--- config.mk ---
export PLATFORM = sky130hd
export DESIGN_NAME = fifo_ctrl_16x8
export DESIGN_NICKNAME = d
export VERILOG_FILES = /design/src/rtl/fifo_ctrl_16x8_pkg.sv /design/src/rtl/fifo_ctrl_16x8.sv
export SDC_FILE = /design/constraint.sdc
export NUM_CORES = 1
export LEC_CHECK = 0
export ABC_CLOCK_PERIOD_IN_PS = 2500
export BUFFER_PORTS_ARGS = -buffer_cell sky130_fd_sc_hd__buf_2
export CORE_MARGIN = 1.5
export CORE_UTILIZATION = 48
export DETAILED_ROUTE_END_ITERATION = 12
export HOLD_SLACK_MARGIN = 0.06
export PLACE_DENSITY = 0.76
export SKIP_LAST_GASP = 1
export SYNTH_ARGS = -nofsm -noshare
export SYNTH_HDL_FRONTEND = slang
export SYNTH_SLANG_ARGS = --single-unit
--- constraint.sdc ---
create_clock -name clk -period 2.5 [get_ports clk]
set_clock_uncertainty 0.05 [all_clocks]
set_input_delay 0.5 -clock clk [delete_from_list [all_inputs] [get_ports clk]]
set_output_delay 0.5 -clock clk [all_outputs]
set_load 0.005 [all_outputs]
--- src/rtl/fifo_ctrl_16x8_pkg.sv ---
// Shared constants and error-flag helpers for the 16x8 FIFO controller.
// The sticky-flag update rule lives here so every user applies the same priority.
package fifo_ctrl_16x8_pkg;

    localparam int unsigned FifoAwDefault = 4;

    typedef struct packed {
        logic overflow;
        logic underflow;
    } fifo_err_t;

    // A new error in the same cycle as clr_err wins over the clear.
    function automatic fifo_err_t fifo_err_next(
        input fifo_err_t cur,
        input logic      ovf_evt,
        input logic      udf_evt,
        input logic      clr
    );
        fifo_err_t nxt;
        nxt.overflow  = ovf_evt | (cur.overflow & ~clr);
        nxt.underflow = udf_evt | (cur.underflow & ~clr);
        return nxt;
    endfunction

endpackage

--- src/rtl/fifo_ctrl_16x8.sv ---
// Pointer-based controller that drives a dual-port synchronous RAM as a FIFO.
// Tracks occupancy, raises sticky overflow/underflow and flags registered read data.
module fifo_ctrl_16x8
    import fifo_ctrl_16x8_pkg::*;
#(
    parameter int unsigned AW = FifoAwDefault
) (
    input  logic          clk,
    input  logic          rst,
    input  logic          push,
    input  logic          pop,
    input  logic          clr_err,
    output logic          ram_wr_enb,
    output logic [AW-1:0] ram_wr_addr,
    output logic          ram_rd_enb,
    output logic [AW-1:0] ram_rd_addr,
    output logic          rd_valid,
    output logic          full,
    output logic          empty,
    output logic [AW:0]   count,
    output logic          overflow,
    output logic          underflow
);

    localparam logic [AW:0] PtrOne = {{AW{1'b0}}, 1'b1};

    // Pointers carry one extra wrap bit to tell full from empty.
    logic [AW:0] r_wr_ptr;
    logic [AW:0] r_rd_ptr;
    logic        r_rd_valid;
    fifo_err_t   r_err;

    logic        w_full;
    logic        w_empty;
    logic        w_push_ok;
    logic        w_pop_ok;
    fifo_err_t   w_err_next;

    always_comb begin
        w_empty    = (r_wr_ptr == r_rd_ptr);
        w_full     = (r_wr_ptr[AW] != r_rd_ptr[AW]) &&
                     (r_wr_ptr[AW-1:0] == r_rd_ptr[AW-1:0]);
        w_push_ok  = push & ~w_full;
        w_pop_ok   = pop & ~w_empty;
        w_err_next = fifo_err_next(r_err, push & w_full, pop & w_empty, clr_err);
    end

    always_ff @(posedge clk) begin
        if (rst) begin
            r_wr_ptr   <= '0;
            r_rd_ptr   <= '0;
            r_rd_valid <= 1'b0;
            r_err      <= '0;
        end else begin
            if (w_push_ok) begin
                r_wr_ptr <= r_wr_ptr + PtrOne;
            end
            if (w_pop_ok) begin
                r_rd_ptr <= r_rd_ptr + PtrOne;
            end
            // RAM registers its output on the pop edge, so valid follows one cycle later.
            r_rd_valid <= w_pop_ok;
            r_err      <= w_err_next;
        end
    end

    always_comb begin
        ram_wr_enb  = w_push_ok;
        ram_wr_addr = r_wr_ptr[AW-1:0];
        ram_rd_enb  = w_pop_ok;
        ram_rd_addr = r_rd_ptr[AW-1:0];
        rd_valid    = r_rd_valid;
        full        = w_full;
        empty       = w_empty;
        count       = r_wr_ptr - r_rd_ptr;
        overflow    = r_err.overflow;
        underflow   = r_err.underflow;
    end

endmodule

==> reports/metrics.cfg, run 1 <==
[run_status]
status=finished clean

[final_layout]
final_cell_mix=buf_2, nor2_1, dfxtp_1
final_common_cell=buf_2
area_growth_pct=17.0
antenna_cells=0
layout-drive-gt1-share_pct=30.6
nets=124

[floorplanning]
die_area_um2=1880
num_rows=14
die_w_um=43.3
die_h_um=43.3
core_um2=1510
num_io_pins=25
start_util_pct=51.8

[route]
totalWireLength_um=1520
via_count=663
routedWlPerCell_um=11.9
ant_nets=0
vias_per_cell=5.22
firstDrtPassIters=4
drt_iter0_drc=5
drc=0

[timing]
fin_setup_tns_ps=0
final-hold-violation-count=0
rsz0062_at_grt=no
setup_viol=0
hold_ws_ps=475
final_max_slew_viol_count=0
post-route-min-period_ps=2360
slew-limit-headroom_pct=68.2
worst_pin_slew_ps=474
fmax_ghz=0.423
fin_crit_sh_pct=94.5
setup_slack_ps=138

[place]
dpl.hpwl_um=1150
pre_cts_ws_ps=301
gp_congestion=0.757
portBuffers=24

[power]
p_int_w=0.000401
p_sw_w=0.000200
vdd_ir_drop_max_mv=0.281
sw_frac_of_total_pct=33.2
p_leak_nw=0.440
p_per_area_nw_per_um2=658
p_seq_share_pct=39.9
clockPowerShare_pct=20.8
comb_power_share_pct=39.3

[global_routing]
grt_overflow=0
grt_use_met1_pct=20.7
grt_pass1_wl_um=2550
grt_pass1_vias=653
grt-busiest-layer=met2
antenna_found_initial=0
gr-usage-all-layers_pct=17.8
use_met3_pct=2.92
grt.met2_usage_pct=30.7
grt_max_degree=14

[worst_setup_path]
start_kind=flop
reg2reg_depth=8
r2r_slack_ps=670
required_ps=1950
r2r-end=r_wr_ptr[1]$_SDFFE_PP0P_
cp.arrival_ps=1810
path_max_fanout=4
worstSetupPathType=flop to primary output
endpoint_kind=primary output
reg2reg_from=r_rd_ptr[2]$_SDFFE_PP0P_
crit_start=r_wr_ptr[0]$_SDFFE_PP0P_

[clocking]
path_clk_slew_ps=80
cts_sinks=13
htree_levels=1
clock_latency_ps=260
cts-buffers-inserted=3
cts_root_buffer=clkbuf_4
cts_tree=built
cts_buffer_depth=2
hold_buffers=0

[synthesis]
yosysTopAreaCellShare_pct=33.3
synth_nets=102
post_synth.cell_area_avg_um2=8.67
synth_area_leaders=dfxtp_1, ha_1, xnor2_1
ys_warn_count=0
yosysUniqueCellTypes=23
ys_seq_area_share_pct=33.3
synth_area_leader_cell=dfxtp_1
synth-seq-cells=13
syn_area_um2=781
syn_inst=90

[worst_hold_path]
hold_path.class=input port to flop
hold_depth=3
hold_end=overflow$_SDFF_PP0_
hold_path.startpoint=push

[flow_run]
cap_violations=0

cell usage after synthesis (all sizes together):
cell type  number
dfxtp          13
nor2           13
a21oi           9
buf             8
inv             8
xnor2           7
ha              6
nand4           4
o21ai           4
xor2            4
a21o            2
mux2i           2
nor2b           2
or3             2
and4            1
clkbuf          1
fa              1
nand2           1
nand3           1
o211ai          1
flip-flops by register name (all words and copies together) (netlist names):
name	flops
overflow	1
r_rd_ptr	5
r_wr_ptr	5
rd_valid	1
underflow	1
layout make-up:
| type | count | area, µm² |
|---|---|---|
| inverter | 8 | 30.0 |
| sequential | 13 | 262 |
| tap | 16 | 20.0 |
| clock buffer | 4 | 26.3 |
| multi-input combinational | 60 | 440 |
| fill | 139 | 593 |
| timing repair buffer | 26 | 135 |
power groups by stage:
stage | Clock (W) | Combinational, W | Sequential, W
2_1_floorplan | 0 | 0.000146 | 0.000241
3_3_place_gp | 0 | 0.000208 | 0.000242
3_5_place_dp | 0 | 0.000212 | 0.000244
4_1_cts | 0.000129 | 0.000214 | 0.000239
5_1_grt | 0.000142 | 0.000265 | 0.000242
6_report | 0.000125 | 0.000236 | 0.000240
worst max-delay path, cell delays in order (launching register included):
cell     delay, ps
dfxtp_1        340
inv_1           90
ha_1           140
inv_1           60
fa_2           350
a21o_1         180
a21oi_2        140
xnor2_1        110
buf_2          130
through the flow:
| stage | cells | util, % | total power (W) | cell area (µm²) |
|---|---|---|---|---|
| 5_1_grt | 127 | 60.6 | 0.000650 | 913 |
| 2_1_floorplan | 90 | - | 0.000387 | 781 |
| 3_3_place_gp | 122 | 57.4 | 0.000450 | 865 |
| 4_1_cts | 126 | 59.1 | 0.000582 | 891 |
| 3_5_place_dp | 122 | 57.4 | 0.000456 | 865 |
| 6_report | 127 | 60.6 | 0.000601 | 913 |
repair_timing:
action,CTS,global route
gates resized for setup,0,4
endpoints found under the setup margin,0,4
buffers inserted,0,1
cell families after synthesis:
kind of cell             share of synthesized area [%]
XOR/XNOR                                          13.3
AO/OA/AOI/OAI                                     11.7
flip-flops                                        33.3
multiplexers                                      2.56
adder cells (fa/ha/maj)                           12.2
buffers and inverters                             12.0
AND/OR/NAND/NOR                                   14.9
layer usage:
metal  up-vias  routed length (µm)
met2        16                 741
met1       312                 688
met5         -                   0
met3         2                  74
li1        333                   -
met4         0                  10
worst max-delay path by stage:
| stage | end | cells past startpoint |
|---|---|---|
| global route | ram_rd_enb | 7 |
| global placement | ram_rd_enb | 6 |
| detailed placement | count[4] | 7 |
| floorplan | count[4] | 6 |
| CTS | count[4] | 7 |
| finish | count[4] | 8 |
Power figures use the tool's default switching activity.
==> inputs of run 2 (changes only) <==
RECOVER_POWER = 50   (was default)
==> run 2 against run 1 <==
Compared with the run above:
- final cell count unchanged
- count of clock-buffer cells in the layout unchanged
- via count up 0.60%
- largest power group unchanged
==> reports/metrics.cfg, run 2 (same netlist as run 1, synthesis figures left out) <==
[clocking]
path_clk_slew_ps=80  ; about the same
cts_root_buffer=clkbuf_4
cts-buffers-inserted=3  ; unchanged
cts_sinks=13  ; unchanged
clock_latency_ps=270  ; about the same
htree_levels=1  ; unchanged
cts_buffer_depth=2  ; unchanged
cts_tree=built

[route]
drc=0  ; unchanged
vias_per_cell=5.25  ; +0.60%
drt_iter0_drc=5  ; unchanged
ant_nets=0  ; unchanged
totalWireLength_um=1520  ; +0.40%
routedWlPerCell_um=12.0  ; +0.40%
via_count=667  ; +0.60%
firstDrtPassIters=4  ; unchanged

[run_status]
status=finished clean

[global_routing]
grt_max_degree=14  ; unchanged
grt_pass1_wl_um=2550  ; unchanged
grt_overflow=0  ; unchanged
gr-usage-all-layers_pct=17.8  ; unchanged
antenna_found_initial=0  ; unchanged
grt_pass1_vias=653  ; unchanged

[worst_setup_path]
crit_top_cell=inv_1
critPathMaxStageDelay_ps=350  ; about the same
required_ps=1950  ; about the same
reg2reg_depth=8  ; unchanged
crit_path_cell_trace=inv_1 -> ha_1 -> inv_1 -> fa_2 -> a21o_1 -> a21oi_2 -> xnor2_1 -> buf_2
start_kind=flop
reg2reg_from=r_rd_ptr[2]$_SDFFE_PP0P_
crit_slowest_cell=fa_2
endpoint_kind=primary output
crit_start=r_wr_ptr[0]$_SDFFE_PP0P_
worstSetupPathType=flop to primary output
r2r_slack_ps=670  ; about the same
r2r-end=r_wr_ptr[1]$_SDFFE_PP0P_
path_max_fanout=4  ; unchanged
cp.arrival_ps=1820  ; about the same

[floorplanning]
start_util_pct=51.8  ; unchanged
die_w_um=43.3  ; unchanged
die_area_um2=1880  ; unchanged
die_h_um=43.3  ; unchanged
num_io_pins=25  ; unchanged
core_um2=1510  ; unchanged
num_rows=14  ; unchanged

[worst_hold_path]
hold_path.class=input port to flop
hold_end=overflow$_SDFF_PP0_
hold_depth=3  ; unchanged
hold_path.startpoint=push

[timing]
final_max_slew_viol_count=0  ; unchanged
worst_pin_slew_ps=474  ; +0.870 ps
slew-limit-headroom_pct=68.1  ; about the same
setup_slack_ps=135  ; -3.52 ps
hold_ws_ps=475  ; +0.314 ps
rsz0062_at_grt=no
fin_crit_sh_pct=94.6  ; +0.14 points
fin_setup_tns_ps=0  ; unchanged
fmax_ghz=0.423  ; -0.15%
setup_viol=0  ; unchanged
post-route-min-period_ps=2370  ; +3.52 ps
final-hold-violation-count=0  ; unchanged

[final_layout]
final_common_cell=buf_2
reg_top3=r_rd_ptr (5), r_wr_ptr (5)
final_area_um2=910  ; -0.41%
nets=124  ; unchanged
area_growth_pct=16.5
layout-drive-gt1-share_pct=27.9  ; -2.7 points
final_cell_mix=buf_2, nor2_1, dfxtp_1
antenna_cells=0  ; unchanged

[place]
post_dp_cell_area_um2=865  ; unchanged
gp_congestion=0.757  ; unchanged
portBuffers=24  ; unchanged
pre_cts_ws_ps=301  ; unchanged
dpl.hpwl_um=1150  ; unchanged

[power]
vdd_ir_drop_max_mv=0.276  ; -1.7%
p_leak_nw=0.429  ; -2.7%
p_per_area_nw_per_um2=659  ; +0.26%

[flow_run]
cap_violations=0  ; unchanged

-- run 2: cell types whose count changed in the layout (fill, tap and decap cells not counted) --
cell      delta
buf_2        -3
clkbuf_1     +3
-- run 2: metrics by stage --
step	util, %	instances	power, W
floorplan	-	90	0.000387
global placement	57.4	122	0.000450
detailed placement	57.4	122	0.000456
CTS	59.1	126	0.000582
global route	60.4	127	0.000649
finish	60.4	127	0.000600
-- run 2: routing by layer --
layer / share of wire (%) / global-route usage [%] / wire length (µm)
met1: 46 / 20.7 / 694
met2: 49 / 30.7 / 741
met3: 4.9 / 2.92 / 74
met4: 0.66 / 10.3 / 10
met5: 0 / 0 / 0
-- run 2: layout make-up --
type	count	area [µm²]
fillers	140	597
clock buffers	4	26.3
inverters	8	30.0
multi-input cells	60	440
well taps	16	20.0
repair buffers	26	131
flip-flops and latches	13	262
-- run 2: power by group --
| group | switching, W | internal (W) | total (W) |
|---|---|---|---|
| combinational | 0.000120 | 0.000115 | 0.000235 |
| clock | 0.0000636 | 0.0000617 | 0.000125 |
| sequential | 0.0000160 | 0.000224 | 0.000240 |
| total | 0.000200 | 0.000400 | 0.000600 |
-- run 2: critical path: cells and delay by family (launching register included) --
kind	cells	cell delay, ps
adders and majority gates	2	490
xor gates and xnor gates	1	110
AOI/OAI and AO/OA	2	320
buffers and inverters	3	290
DFF	1	340
-- run 2: what timing repair did --
| action | 4_1_cts | 5_1_grt |
|---|---|---|
| gates resized for setup | 0 | 4 |
| hold buffers | 0 | 0 |
| buffers inserted | 0 | 1 |
| setup endpoints to repair | 0 | 4 |
-- run 2: how the worst max path moves through the flow --
stage                     cells past startpoint  slack (ps)         end
final                                         8         130    count[4]
after floorplan                               6         520    count[4]
after detailed placement                      7         300    count[4]
after CTS                                     7           5    count[4]
after global routing                          7           2  ram_rd_enb
after global placement                        6         380  ram_rd_enb
==> inputs of run 3 (changes only) <==
ABC_CLOCK_PERIOD_IN_PS = 2900   (was 2500)
CORE_UTILIZATION = 52   (was 48)
PLACE_DENSITY = 0.81   (was 0.76)
SKIP_CTS_REPAIR_TIMING = 1   (was default)
TNS_END_PERCENT = 30   (was default)
clock period = 2.9 ns   (was 2.5 ns; I/O delays follow)
==> run 3 against run 2 <==
Compared with the run above:
- first-iteration DRC count rose by 120%
- count of clock-buffer cells in the layout did not move
- register-to-register slack gained 380 ps
- combinational power shrank 22%
- die area down 7.2%
- global-route usage rose by 0.55 points
- sequential share of layout area grew 0.97 points
- setup slack improved by 180 ps
- sequential cell count did not move
- clock power is 9% lower
- critical endpoint unchanged
==> reports/metrics.cfg, run 3 (same netlist as run 1, synthesis figures left out) <==
[worst_setup_path]
cp.arrival_ps=1950  ; +130 ps
crit_path_cell_trace=inv_1 -> ha_1 -> inv_1 -> fa_1 -> a21o_1 -> a21oi_1 -> xnor2_1 -> buf_2
required_ps=2270  ; +320 ps
crit_slowest_cell=fa_1
critical-path-top-delay-family=adder cells
worstSetupPathType=flop to primary output
endpoint_kind=primary output
start_kind=flop
crit_top_cell=inv_1
path_max_fanout=4  ; unchanged
critPathMaxStageDelay_ps=400  ; +50 ps
worst-path-buf-inv=3  ; unchanged

[timing]
rsz0062_at_grt=no
final_max_slew_viol_count=0  ; unchanged
fmax_ghz=0.387
final-hold-violation-count=0  ; unchanged
slew-limit-headroom_pct=69.8  ; +1.6 points
setup_viol=0  ; unchanged
post-route-min-period_ps=2580
fin_crit_sh_pct=89.0
worst_pin_slew_ps=450  ; -24.2 ps
fin_setup_tns_ps=0  ; unchanged

[route]
vias_per_cell=5.25  ; about the same
ant_nets=0  ; unchanged
totalWireLength_um=1480  ; -2.6%
drc=0  ; unchanged
via_count=651  ; -2.4%
routedWlPerCell_um=11.9  ; -0.27%
drt_iter0_drc=11  ; +6
firstDrtPassIters=4  ; unchanged

[run_status]
status=finished clean

[clocking]
cts-buffers-inserted=3  ; unchanged
cts_sinks=13  ; unchanged
path_clk_slew_ps=80  ; about the same
clock_latency_ps=280  ; about the same
cts_root_buffer=clkbuf_4
cts_tree=built
cts_buffer_depth=2  ; unchanged
htree_levels=1  ; unchanged

[flow_run]
cap_violations=0  ; unchanged

[global_routing]
grt_overflow=0  ; unchanged
grt_pass1_wl_um=2390  ; -6.2%
grt_pass1_vias=569  ; -13%
antenna_found_initial=0  ; unchanged
gr-usage-all-layers_pct=18.4  ; +0.55 points
grt_max_degree=14  ; unchanged

[final_layout]
antenna_cells=0  ; unchanged
fillers=129  ; -7.9%
fin_cells=124  ; -2.4%
area_growth_pct=12.2
regArea_um2=260  ; -0.48%
nets=122  ; -1.6%
final_core_util_pct=64.9  ; +4.5 points
reg_top3=r_rd_ptr (5), r_wr_ptr (5)
layout-drive-gt1-share_pct=22.0  ; -5.9 points
multiInputGateArea_um2=427  ; -3.1%
final_area_um2=876  ; -3.7%
final_common_cell=buf_2
final_cell_mix=buf_2, nor2_1, dfxtp_1

[place]
post_dp_cell_area_um2=856  ; -1.0%
portBuffers=24  ; unchanged
place_inst=120  ; -1.6%
gp_congestion=0.753  ; -0.52%
dpl.hpwl_um=1120  ; -2.6%

[floorplanning]
die_w_um=41.8  ; -3.6%
die_area_um2=1740  ; -7.2%
num_io_pins=25  ; unchanged
core_um2=1350  ; -10%
num_rows=13  ; -1
die_h_um=41.8  ; -3.6%
start_util_pct=57.8  ; +6.0 points

[power]
p_leak_nw=0.409  ; -4.7%
vdd_ir_drop_max_mv=0.312  ; +13%
p_per_area_nw_per_um2=574  ; -13%

[worst_hold_path]
hold_path.class=flop to flop

-- run 3: cell count changes in the layout (fill, tap and decap cells not counted), sizes merged --
| cell | change |
|---|---|
| buf | -3 |
| clkbuf | +1 |
-- run 3: stage by stage --
| stage | power, W | hold slack [ps] | setup slack [ps] |
|---|---|---|---|
| floorplan | 0.000334 | 429 | 841 |
| global placement | 0.000387 | 453 | 655 |
| detailed placement | 0.000394 | 470 | 626 |
| CTS | 0.000508 | 487 | 307 |
| global route | 0.000536 | 519 | 169 |
| finish | 0.000503 | 493 | 318 |
-- run 3: power breakdown --
part           internal [W]  switching (W)
logic             0.0000846      0.0000980
registers          0.000192      0.0000140
clock network     0.0000534      0.0000608
-- run 3: worst min-delay path, stage by stage (launching register included) --
cell     delay, ps
dfxtp_1        350
o21ai_0         90
a21oi_1         60
-- run 3: cell type report --
cell class                 instances  share of cell area, %
tap                               15                   2.14
clock buffer                       4                   3.00
multi-input combinational         60                   48.7
sequential                        13                   29.7
inverter                           8                   3.43
timing repair buffer              24                   13.0
-- run 3: per-layer routing --
| layer | GRT usage, % | wire, µm | up-vias |
|---|---|---|---|
| met3 | 5.22 | 83 | 5 |
| met1 | 23.0 | 704 | 291 |
| met4 | 13.5 | 53 | 0 |
| met2 | 26.6 | 640 | 25 |
| li1 | - | - | 330 |
| met5 | 0 | 0 | - |
-- run 3: final timing paths --
path,start,to,slack [ps],cells after the start
worst max-delay path,r_wr_ptr[0]$_SDFFE_PP0P_,count[4],320,8
worst min-delay path,r_rd_ptr[2]$_SDFFE_PP0P_,r_rd_ptr[2]$_SDFFE_PP0P_,490,2
worst max register to register,r_rd_ptr[2]$_SDFFE_PP0P_,r_rd_ptr[1]$_SDFFE_PP0P_,1050,6
worst min register to register,r_rd_ptr[2]$_SDFFE_PP0P_,r_rd_ptr[2]$_SDFFE_PP0P_,490,2
